**src/rtl/fetch_pkg.sv**
```systemverilog
// Shared definitions for the instruction fetch path: FSM state encoding,
// instruction length, and the redirect-target alignment test.
package fetch_pkg;

  localparam int unsigned ILEN = 4;

  typedef enum logic [1:0] {
    ST_IDLE    = 2'd0,
    ST_REQ     = 2'd1,
    ST_DELIVER = 2'd2,
    ST_ERR     = 2'd3
  } fetch_state_e;

  function automatic logic misaligned(input logic [31:0] addr);
    return addr[1:0] != 2'b00;
  endfunction

endpackage

```
**src/rtl/pc_unit.sv**
```systemverilog
// Program counter register with next-PC selection (hold / sequential / target).
// The reset input is asynchronous and active-low.
module pc_unit
  import fetch_pkg::*;
#(
  parameter logic [31:0] RESET_PC = 32'h0000_0000
) (
  input  logic        clk,
  input  logic        reset,
  input  logic        ld_seq,
  input  logic        ld_tgt,
  input  logic [31:0] tgt_pc,
  output logic [31:0] pc,
  output logic [31:0] pc_new
);

  logic [31:0] pc_q;
  logic [31:0] pc_d;

  // Sequential successor wraps naturally modulo 2^32.
  assign pc_new = pc_q + 32'(ILEN);
  assign pc     = pc_q;

  always_comb begin
    pc_d = pc_q;
    if (ld_tgt) begin
      pc_d = tgt_pc;
    end else if (ld_seq) begin
      pc_d = pc_new;
    end
  end

  always_ff @(posedge clk or negedge reset) begin
    if (!reset) begin
      pc_q <= RESET_PC;
    end else begin
      pc_q <= pc_d;
    end
  end

endmodule

```
**src/rtl/fetch_sequencer.sv**
```systemverilog
// Instruction fetch sequencer: issues imem requests at pc, registers the
// returned word for decode, and handles redirects, stalls and ack timeouts.
module fetch_sequencer
  import fetch_pkg::*;
#(
  parameter logic [31:0] RESET_PC = 32'h0000_0000,
  parameter int unsigned TIMEOUT  = 15
) (
  input  logic         clk,
  input  logic         reset,
  input  logic         start,
  input  logic         stall,
  input  logic         redirect,
  input  logic [31:0]  redirect_pc,
  output logic         imem_req,
  output logic [31:0]  imem_addr,
  input  logic         imem_ack,
  input  logic [31:0]  imem_rdata,
  output logic [31:0]  instr,
  output logic         instr_valid,
  output logic [31:0]  pc,
  output logic [31:0]  pc_new,
  output logic [31:0]  fetch_cnt,
  output logic         err,
  output fetch_state_e dbg_state,
  output logic         dbg_pend_redir
);

  localparam logic [31:0] TIMEOUT_W = 32'(TIMEOUT);

  // Handshake: imem_req stays high with imem_addr stable until a cycle with
  // imem_ack; imem_ack qualifies imem_rdata for that single cycle only.
  fetch_state_e state_q, state_d;
  logic [31:0]  instr_q, instr_d;
  logic [31:0]  cnt_q, cnt_d;
  logic [31:0]  wait_q, wait_d;
  logic [31:0]  tgt_q, tgt_d;
  logic         pend_q, pend_d;
  logic         pc_ld_seq, pc_ld_tgt;
  logic [31:0]  pc_tgt;

  pc_unit #(.RESET_PC(RESET_PC)) u_pc (
    .clk    (clk),
    .reset  (reset),
    .ld_seq (pc_ld_seq),
    .ld_tgt (pc_ld_tgt),
    .tgt_pc (pc_tgt),
    .pc     (pc),
    .pc_new (pc_new)
  );

  always_comb begin
    state_d   = state_q;
    instr_d   = instr_q;
    cnt_d     = cnt_q;
    wait_d    = wait_q;
    tgt_d     = tgt_q;
    pend_d    = pend_q;
    pc_ld_seq = 1'b0;
    pc_ld_tgt = 1'b0;
    pc_tgt    = redirect_pc;
    case (state_q)
      ST_IDLE: begin
        if (start) begin
          state_d = ST_REQ;
          wait_d  = '0;
        end
      end
      ST_REQ: begin
        if (redirect && misaligned(redirect_pc)) begin
          state_d = ST_ERR;
        end else if (imem_ack) begin
          // Data answering a superseded address is dropped; refetch at the target.
          if (redirect || pend_q) begin
            pc_ld_tgt = 1'b1;
            pc_tgt    = redirect ? redirect_pc : tgt_q;
            pend_d    = 1'b0;
            wait_d    = '0;
          end else begin
            instr_d = imem_rdata;
            state_d = ST_DELIVER;
          end
        end else begin
          if (redirect) begin
            pend_d = 1'b1;
            tgt_d  = redirect_pc;
          end
          wait_d = wait_q + 32'd1;
          if (wait_d == TIMEOUT_W) begin
            state_d = ST_ERR;
          end
        end
      end
      ST_DELIVER: begin
        if (!stall) begin
          cnt_d = cnt_q + 32'd1;
          if (redirect && misaligned(redirect_pc)) begin
            state_d = ST_ERR;
          end else begin
            pc_ld_tgt = redirect;
            pc_ld_seq = !redirect;
            state_d   = ST_REQ;
            wait_d    = '0;
          end
        end
      end
      default: begin
        state_d = ST_ERR;
      end
    endcase
  end

  always_ff @(posedge clk or negedge reset) begin
    if (!reset) begin
      state_q <= ST_IDLE;
      instr_q <= '0;
      cnt_q   <= '0;
      wait_q  <= '0;
      tgt_q   <= '0;
      pend_q  <= 1'b0;
    end else begin
      state_q <= state_d;
      instr_q <= instr_d;
      cnt_q   <= cnt_d;
      wait_q  <= wait_d;
      tgt_q   <= tgt_d;
      pend_q  <= pend_d;
    end
  end

  assign imem_req       = (state_q == ST_REQ);
  assign imem_addr      = pc;
  assign instr          = instr_q;
  assign instr_valid    = (state_q == ST_DELIVER);
  assign fetch_cnt      = cnt_q;
  assign err            = (state_q == ST_ERR);
  assign dbg_state      = state_q;
  assign dbg_pend_redir = pend_q;

endmodule
```
**config.mk**
```make
export PLATFORM = sky130hd
export DESIGN_NAME = fetch_sequencer
export DESIGN_NICKNAME = d
export VERILOG_FILES = /design/src/rtl/fetch_pkg.sv /design/src/rtl/pc_unit.sv /design/src/rtl/fetch_sequencer.sv
export SDC_FILE = /design/constraint.sdc
export NUM_CORES = 1
export LEC_CHECK = 0
export CAP_MARGIN = 5
export CORE_ASPECT_RATIO = 1.75
export CORE_UTILIZATION = 50
export DETAILED_ROUTE_END_ITERATION = 8
export PLACE_DENSITY = 0.8
export SYNTH_ARGS = -nofsm -noshare
export SYNTH_HDL_FRONTEND = slang
export SYNTH_SLANG_ARGS = --single-unit
```
**constraint.sdc**
```tcl
create_clock -name clk -period 2.6 [get_ports clk]
set_input_delay 0.39 -clock clk [delete_from_list [all_inputs] [get_ports clk]]
set_output_delay 0.39 -clock clk [all_outputs]
set_load 0.01 [all_outputs]
```
**Word level (Yosys, flattened, before mapping)**

Cells that the tools add are included.

- Output and inout port bits: 166
- Word-level logic and storage cells: 74
- Bits in registers: 163

- Muxes and demuxes: 34
- Bitwise logic cells: 4
- Add/sub/neg operators: 3
- Eq/ne operators: 12
- Reductions and logical operators: 14

Operator list:

| cell | number |
|---|---|
| $mux 32 | 13 |
| $pmux 32 s3 | 1 |
| $add 32x1->32 const B | 2 |
| $add 32x3->32 const B | 1 |
| $eq 32x4->1 const B | 1 |
| $mux 2 | 7 |
| $reduce_and 4->1 | 3 |
| $mux 1 | 11 |
| $ne 2x2->1 const B | 4 |
| $pmux 2 s3 | 1 |
| $reduce_and 6->1 | 1 |
| $reduce_bool 2->1 | 3 |
| $eq 2x2->1 const B | 2 |
| $ne 4x1->1 const B | 1 |
| $ne 4x3->1 const B | 1 |
| $not 1->1 | 4 |
| $ne 3x2->1 const B | 1 |
| $reduce_and 3->1 | 1 |
| $reduce_bool 3->1 | 1 |
| $eq 2x1->1 const B | 1 |
| $logic_not 2->1 | 1 |
| $ne 2x1->1 const B | 1 |
| $pmux 1 s2 | 1 |
| $reduce_and 2->1 | 1 |
| 3 further kinds | 3 |

**Logic depth before layout (Yosys ltp)**

Gate-level depths: netlist (run 1).

- Depth in word-level cells: 7
- Depth in mapped cells: 10
- Mapped depth without buffers: 9

**Hierarchy**

A second synthesis (run 1) with hierarchy kept.

- Cells, all modules: 972
- Area total of the unflattened synthesis: 9395.3 sq um

By module, submodules not included:

| module | cells an instance | times used | area each (sq um) |
|---|---|---|---|
| fetch_sequencer | 683 | 1 | 7041.8 |
| pc_unit | 289 | 1 | 2353.5 |

**Worst setup path after synthesis (run 1)**

No wires, ideal clock.

- Path type: reg2out
- Start point: reg u_pc.pc_q[4], in the netlist u_pc.pc[4]
- End point: out pc_new[27]
- Data arrival time: 2131 ps
- Stages on the path, launching flop included: 8
- Slack: 79 ps
- Cells stage by stage: dfrtp_1 nand3_1 or3_1 nor4_4 and4_1 buf_2 nand2_1 xnor2_1

- Longest elaborated chain between the ends: 1

Ends and longest elaborated chain:

| what | line | RTL |
|---|---|---|
| from (decl) | pc_unit.sv:17 | `logic [31:0] pc_q;` |
| from (signal assigned) | pc_unit.sv:37 | `pc_q <= pc_d;` |
| $add 32x3->32 | pc_unit.sv:21 | `assign pc_new = pc_q + 32'(ILEN);` |
| to (decl) | fetch_sequencer.sv:22 | `output logic [31:0] pc_new,` |

No other way between the ends.

**Worst setup path after layout (run 1)**

- Start point: reg u_pc.pc_q[3], in the netlist u_pc.pc[3]
- End point: out pc_new[27]

The elaborated chain is that of the path after synthesis.

==> results of run 1 <==
[state kept, by name, summed over array words and instances (netlist names)]
register,count
tgt_q,32
u_pc.pc,32
instr,32
wait_q,32
dbg_state,2
fetch_cnt,32
dbg_pend_redir,1
[repair_timing]
action,CTS,global route
pin swaps,14,25
resized for setup,81,56
hold buffers,0,0
setup endpoints to repair,27,28
setup buffers,10,13
hold endpoints to repair,0,0
[power by group through the flow]
stage | sequential, mW | clock, mW | combinational, mW
3_3_place_gp | 3.84 | 0 | 5.78
4_1_cts | 3.86 | 2.68 | 5.86
6_report | 3.88 | 2.64 | 6.00
3_5_place_dp | 3.89 | 0 | 5.88
5_1_grt | 3.97 | 2.78 | 6.40
2_1_floorplan | 4.20 | 0 | 2.48
[synth_stat cells (9+ instances only)]
cell	count
a21oi_1	24
a31oi_1	24
nor2_1	79
xor2_1	39
nand2_1	127
inv_1	20
xnor2_1	54
and4_1	9
buf_4	34
o31ai_1	23
nand3_1	33
and3_1	24
clkbuf_1	39
o21ai_0	38
nor3_1	14
nand4_1	26
mux2_2	62
dfrtp_1	163
[layout make-up]
cell class	instances	area (sq um)
antenna	1	2.50
clock buffer	19	453
clock inverter	13	175
fill	1194	4450
inverter	20	75.1
multi-input combinational	682	4700
sequential	163	4080
tap	231	289
timing repair buffer	369	3390
[logic make-up (layout without fill, tap and decap cells)]
family | after synthesis | in the layout
fa+ha+maj | 8 | 8
xor+xnor | 93 | 93
flops | 163 | 163
other cells | 0 | 1
mux | 66 | 66
buf+inv | 106 | 421
simple gates | 365 | 365
compound gates | 150 | 150
[critical path, stage by stage, from the launching register on]
cell,delay [ps]
dfrtp_1,410
nand3_2,110
or3_4,400
nor4_4,290
and4_4,310
buf_6,130
nand2_4,50
xnor2_2,160
buf_2,150
[worst max path at each step]
stage	startpoint	endpoint	slack (ps)
floorplan	u_pc.pc[4]	pc_new[27]	80
global placement	u_pc.pc[3]	pc_new[29]	-240
detailed placement	u_pc.pc[3]	pc_new[27]	-340
CTS	u_pc.pc[3]	pc_new[27]	-200
global route	u_pc.pc[3]	pc_new[28]	-340
finish	u_pc.pc[3]	pc_new[27]	-230
[routing by layer]
metal | vias to the layer above | track usage (%)
li1 | 3920 | -
met1 | 4134 | 30.6
met2 | 361 | 54.9
met3 | 91 | 4.70
met4 | 0 | 16.2
met5 | - | 0
[per-stage QoR]
stage / setup WS (ps) / hold WS, ps / std cells / util (%)
2_1_floorplan: 78.6 / 94.4 / 951 / -
3_3_place_gp: -243 / 455 / 1443 / 69.4
3_5_place_dp: -340 / 460 / 1443 / 69.4
4_1_cts: -197 / 10.3 / 1484 / 73.6
5_1_grt: -341 / 18.1 / 1498 / 74.7
6_report: -226 / -30.1 / 1498 / 74.7
==> impl_metrics.tcl, run 1 <==
set metrics [dict create \
    ys_ff_latch 163 \
    nets 1331 \
    grt_overflow_total 0 \
    synth-simple-area-share_pct 20.1 \
    drv_slew 0 \
    rr_worst_depth 10 \
    drtIter0Drc 538 \
    r2r_start "wait_q[0]" \
    crit_type "reg2out" \
    synth_xor_area_share_pct 8.97 \
    routed_wl_mm 27.7 \
    cts_buffers 17 \
    synth_edf_count 0 \
    async_reset_ff_share_pct 100 \
    grt_antenna_before_repair 1 \
    drv_cap 0 \
    start_kind "register" \
    grt_max_degree 73 \
    layout_common_cells "208 x clkdlybuf4s50_1, 161 x dfrtp_1, 124 x nand2_1" \
    synth_largest_area_cell "dfrtp_1" \
    hold_class "in2async" \
    rows 64 \
    synth.area.top_cells "dfrtp_1 45%, mux2_2 7.7%, nand2_1 5.2%" \
    hpwl_mm 19.4 \
    first_global_vias 8663 \
    drive_gt1_share_pct 23.9 \
    avgViaCountPerCell 5.68 \
    netlist.area_leader.share_pct 44.9 \
    ys.warnings.count 0 \
    synth_top_family_by_area "simple AND/OR/NAND/NOR gates" \
    coreArea_sq_um 17600 \
    total_power_mw 12.5 \
    fmax_mhz 354 \
    numPortBuffers 235 \
    met2_length_mm 15.4 \
    cts-root-buf "clkbuf_16" \
    placed_cell_area_sq_um 12200 \
    syn_area_sq_um 9080 \
    arrival_ps 2440 \
    dieArea_sq_um 18700 \
    area_growth_pct 44.9 \
    combPwrFrac_pct 47.9 \
    synthFlopType "dfrtp_1" \
    cts_tree "built" \
    cp.required_ps 2210 \
    ir_drop_mv 0.765 \
    met1_length_mm 9.71 \
    max_slew_margin_pct 52.1 \
    p_clk_share_pct 21.1 \
    htreeDepth 4 \
    hold_viol_final 12 \
    synthAdderAreaFrac_pct 1.10 \
    drc 0 \
    netlist_instances 951 \
    fin_worst_skew_ps 9.48 \
    layout_commonest_cell "clkdlybuf4s50_1" \
    finalWorstPathRequiredPeriod_ps 2830 \
    setup_ws_ps -226 \
    clk_path_buf_depth 2 \
    wl_met3_mm 1.20 \
    timing.rr.end "dbg_state[1]" \
    initial_core_util_pct 51.5 \
    path_clk_slew_ps 60 \
    tns_ps -1520 \
    io_pins 236 \
    die_y_um 180 \
    synthMuxAreaShare_pct 8.13 \
    cp_max_fo 3 \
    grt_pass1_wl_mm 43.6 \
    ys_seq_area_share_pct 44.9 \
    min_period_over_period_pct 109 \
    die_x_um 104 \
    p_sw_mw 4.43 \
    clock_sinks 163 \
    wl_per_cell_um 18.5 \
    vias 8506 \
    synth_area_per_cell_sq_um 9.55 \
    ys_types 58 \
    gp_congestion 0.928 \
    tightest_slew_ps 719 \
    rsz0062_at_grt "yes" \
    fin_area_sq_um 13200 \
    whs_ps -30.1 \
    swShare_pct 35.3 \
    first_pass_iters 5 \
    p_int_mw 8.10 \
    top_layer "met4" \
    r2r_slack_ps 120 \
    status "complete, but fails checks" \
    endpoint_kind "output port" \
    seqPwrFrac_pct 31.0 \
    grt_use_total_pct 29.2 \
    finalSetupViolCount 11 \
    clock_latency_ps 420 \
    drtAntennaViolNets 0 \
    p_per_area_nw_per_um2 951 \
    synth_nets 1029 \
    violations "negative hold slack, negative setup slack" \
    synth_compound_area_share_pct 10.8 \
    cellLeakagePower_nw 5.73 \
]
No activity file was read; power rests on OpenSTA's default activity.
==> inputs of run 2 (changes only) <==
--- a/config.mk
+++ b/config.mk
@@ -8,6 +8,7 @@
 export CAP_MARGIN = 5
 export CORE_ASPECT_RATIO = 1.75
 export CORE_UTILIZATION = 50
+export CTS_CLUSTER_DIAMETER = 120
 export DETAILED_ROUTE_END_ITERATION = 8
 export PLACE_DENSITY = 0.8
 export SYNTH_ARGS = -nofsm -noshare
==> results of run 2 <==
Final layout, timing and power as in run 1 (identical DEF).
==> inputs of run 3 (changes only) <==
--- a/config.mk
+++ b/config.mk
@@ -7,10 +7,10 @@
 export LEC_CHECK = 0
 export CAP_MARGIN = 5
 export CORE_ASPECT_RATIO = 1.75
-export CORE_UTILIZATION = 50
+export CORE_UTILIZATION = 54
 export CTS_CLUSTER_DIAMETER = 120
 export DETAILED_ROUTE_END_ITERATION = 8
-export PLACE_DENSITY = 0.8
+export PLACE_DENSITY = 0.85
 export SYNTH_ARGS = -nofsm -noshare
 export SYNTH_HDL_FRONTEND = slang
 export SYNTH_SLANG_ARGS = --single-unit
==> constraint.sdc (replaced) <==
create_clock -name clk -period 3.51 [get_ports clk]
set_input_delay 0.5265 -clock clk [delete_from_list [all_inputs] [get_ports clk]]
set_output_delay 0.5265 -clock clk [all_outputs]
set_load 0.01 [all_outputs]
==> run 3 against run 2 <==
Compared with the run above: the run now ends clean; worst setup slack improved by 260 ps; die area decreased by 7.3%; flip-flop and latch count unchanged; non-clock buffer count shrank 105; largest cell class unchanged; highest routed layer unchanged.
==> impl_metrics.tcl, run 3 (synthesis results as in run 1) <==
set metrics [dict create \
    vias 7992 \
    status "completed" \
    hpwl_mm 18.0 \
    drtAntennaViolNets 0 \
    p_per_area_nw_per_um2 723 \
    ir_drop_mv 0.592 \
    grt_pass1_wl_mm 40.4 \
    tns_ps 0 \
    cts_tree "built" \
    r2r_start "wait_q[11]" \
    dp_slack_ps 314 \
    finalSetupViolCount 0 \
    placed_cell_area_sq_um 11500 \
    worstHoldEndpoint "fetch_cnt[31]" \
    layout.cells.non_filler 1389 \
    drive_gt1_share_pct 12.7 \
    clk_path_buf_depth 2 \
    endpoint_kind "output port" \
    layout_commonest_cell "clkdlybuf4s50_1" \
    crit_type "reg2out" \
    clock_latency_ps 430 \
    drtIter0Drc 539 \
    nFillCells 1200 \
    coreArea_sq_um 16400 \
    grt_use_total_pct 29.9 \
    cpPeakStageDelay_ps 560 \
    rr_worst_depth 7 \
    rows 62 \
    initial_core_util_pct 55.2 \
    cp_max_fo 5 \
    avgViaCountPerCell 5.75 \
    wl_per_cell_um 18.2 \
    first_global_vias 7959 \
    hp-start "fetch_cnt[31]" \
    htreeDepth 4 \
    area_growth_pct 33.4 \
    rsz0062_at_grt "yes" \
    crit_chain "ha_2, and3_2, and4_2, and4_1, nand4_1, buf_4, nor2_4, xnor2_1, clkdlybuf4s50_1" \
    post-route-util_pct 73.7 \
    drv_slew 0 \
    die_x_um 100 \
    setup_ws_ps 34.5 \
    start_kind "register" \
    hold_class "reg2reg" \
    dieArea_sq_um 17400 \
    path_clk_slew_ps 60 \
    drc 0 \
    routed_wl_mm 25.3 \
    gp_congestion 0.902 \
    finalWorstPathRequiredPeriod_ps 3480 \
    min_period_over_period_pct 99.0 \
    grt_antenna_before_repair 5 \
    cpMaxStageDelayCell "clkdlybuf4s50_1" \
    nets 1226 \
    first_pass_iters 5 \
    max_slew_margin_pct 52.1 \
    cts_buffers 17 \
    drv_cap 0 \
    cts-root-buf "clkbuf_16" \
    timing.rr.end "dbg_state[1]" \
    min_path_cells 1 \
    cp.required_ps 2980 \
    arrival_ps 2950 \
    grt_max_degree 102 \
    die_y_um 174 \
    tightest_slew_ps 716 \
    numPortBuffers 235 \
    fin_area_sq_um 12100 \
    clock_sinks 163 \
    fin_worst_skew_ps 7.06 \
    dp_cells 1348 \
    fmax_mhz 288 \
    grt_overflow_total 0 \
    r2r_slack_ps 500 \
    cellLeakagePower_nw 5.06 \
    io_pins 236 \
    hold_viol_final 0 \
    layout_common_cells "229 x clkdlybuf4s50_1, 162 x dfrtp_1, 127 x nand2_1" \
]
[run 3: cell count changes in the layout (fill, tap and decap cells not counted), moves of 5 or more]
cell and change:
buf_6 -5, clkdlybuf4s50_1 +21, clkbuf_2 -5, buf_4 -93, clkinv_4 -5, buf_2 -15
buf_12 -8
[run 3: power breakdown]
group          switching [mW]  internal [mW]  leakage, nW
registers               0.578           2.45         2.07
logic                    1.75           2.17         2.71
clock network           0.751           1.06        0.273
[run 3: metrics by stage]
step	power, mW	hold WS, ps
after CTS	8.78	470
after global placement	6.84	385
final	8.76	468
after detailed placement	6.94	388
after global routing	9.21	475
after floorplan	4.95	231
[run 3: timing repair]
item / 4_1_cts / 5_1_grt
hold buffers: 1 / 0
hold endpoints to repair: 19 / 0
pin swaps: 0 / 1
gates resized for setup: 6 / 11
setup buffers: 2 / 2
endpoints found under the setup margin: 7 / 10
cloned: 0 / 0
[run 3: final cells by class]
| type | count | area, sq um | share of cell area, % |
|---|---|---|---|
| Timing Repair Buffer | 264 | 2600 | 21.4 |
| Sequential cell | 163 | 4080 | 33.7 |
| Multi-Input combinational cell | 682 | 4510 | 37.2 |
| Inverter | 20 | 75.1 | 0.620 |
| Clock buffer | 21 | 450 | 3.72 |
| Antenna cell | 5 | 12.5 | 0.103 |
| Clock inverter | 10 | 109 | 0.898 |
| Tap cell | 224 | 280 | 2.31 |
[run 3: how the worst max path moves through the flow]
stage                  to  cells past startpoint        from  slack, ps
3_3_place_gp   pc_new[29]                      7  u_pc.pc[2]        370
2_1_floorplan  pc_new[27]                      7  u_pc.pc[4]        850
5_1_grt        pc_new[26]                      9  u_pc.pc[3]        -80
3_5_place_dp   pc_new[27]                      7  u_pc.pc[2]        310
4_1_cts        pc_new[30]                      9  u_pc.pc[2]         10
6_report       pc_new[26]                      9  u_pc.pc[3]         30
[run 3: metal layers]
layer  vias to the layer above  routed length [um]  global-route usage, %
li1                       3695                   -                      -
met1                      3902                8950                   31.9
met2                       319               13900                   54.0
met3                        76                1220                   4.19
met4                         0                1240                   19.4
met5                         -                   0                      0
[run 3: critical path, delay by kind of cell, from the launching register on]
kind          cells  cell delay (ps)
simple gates      5              980
buf+inv           2              760
flops             1              410
fa+ha+maj         1              240
xor+xnor          1              140
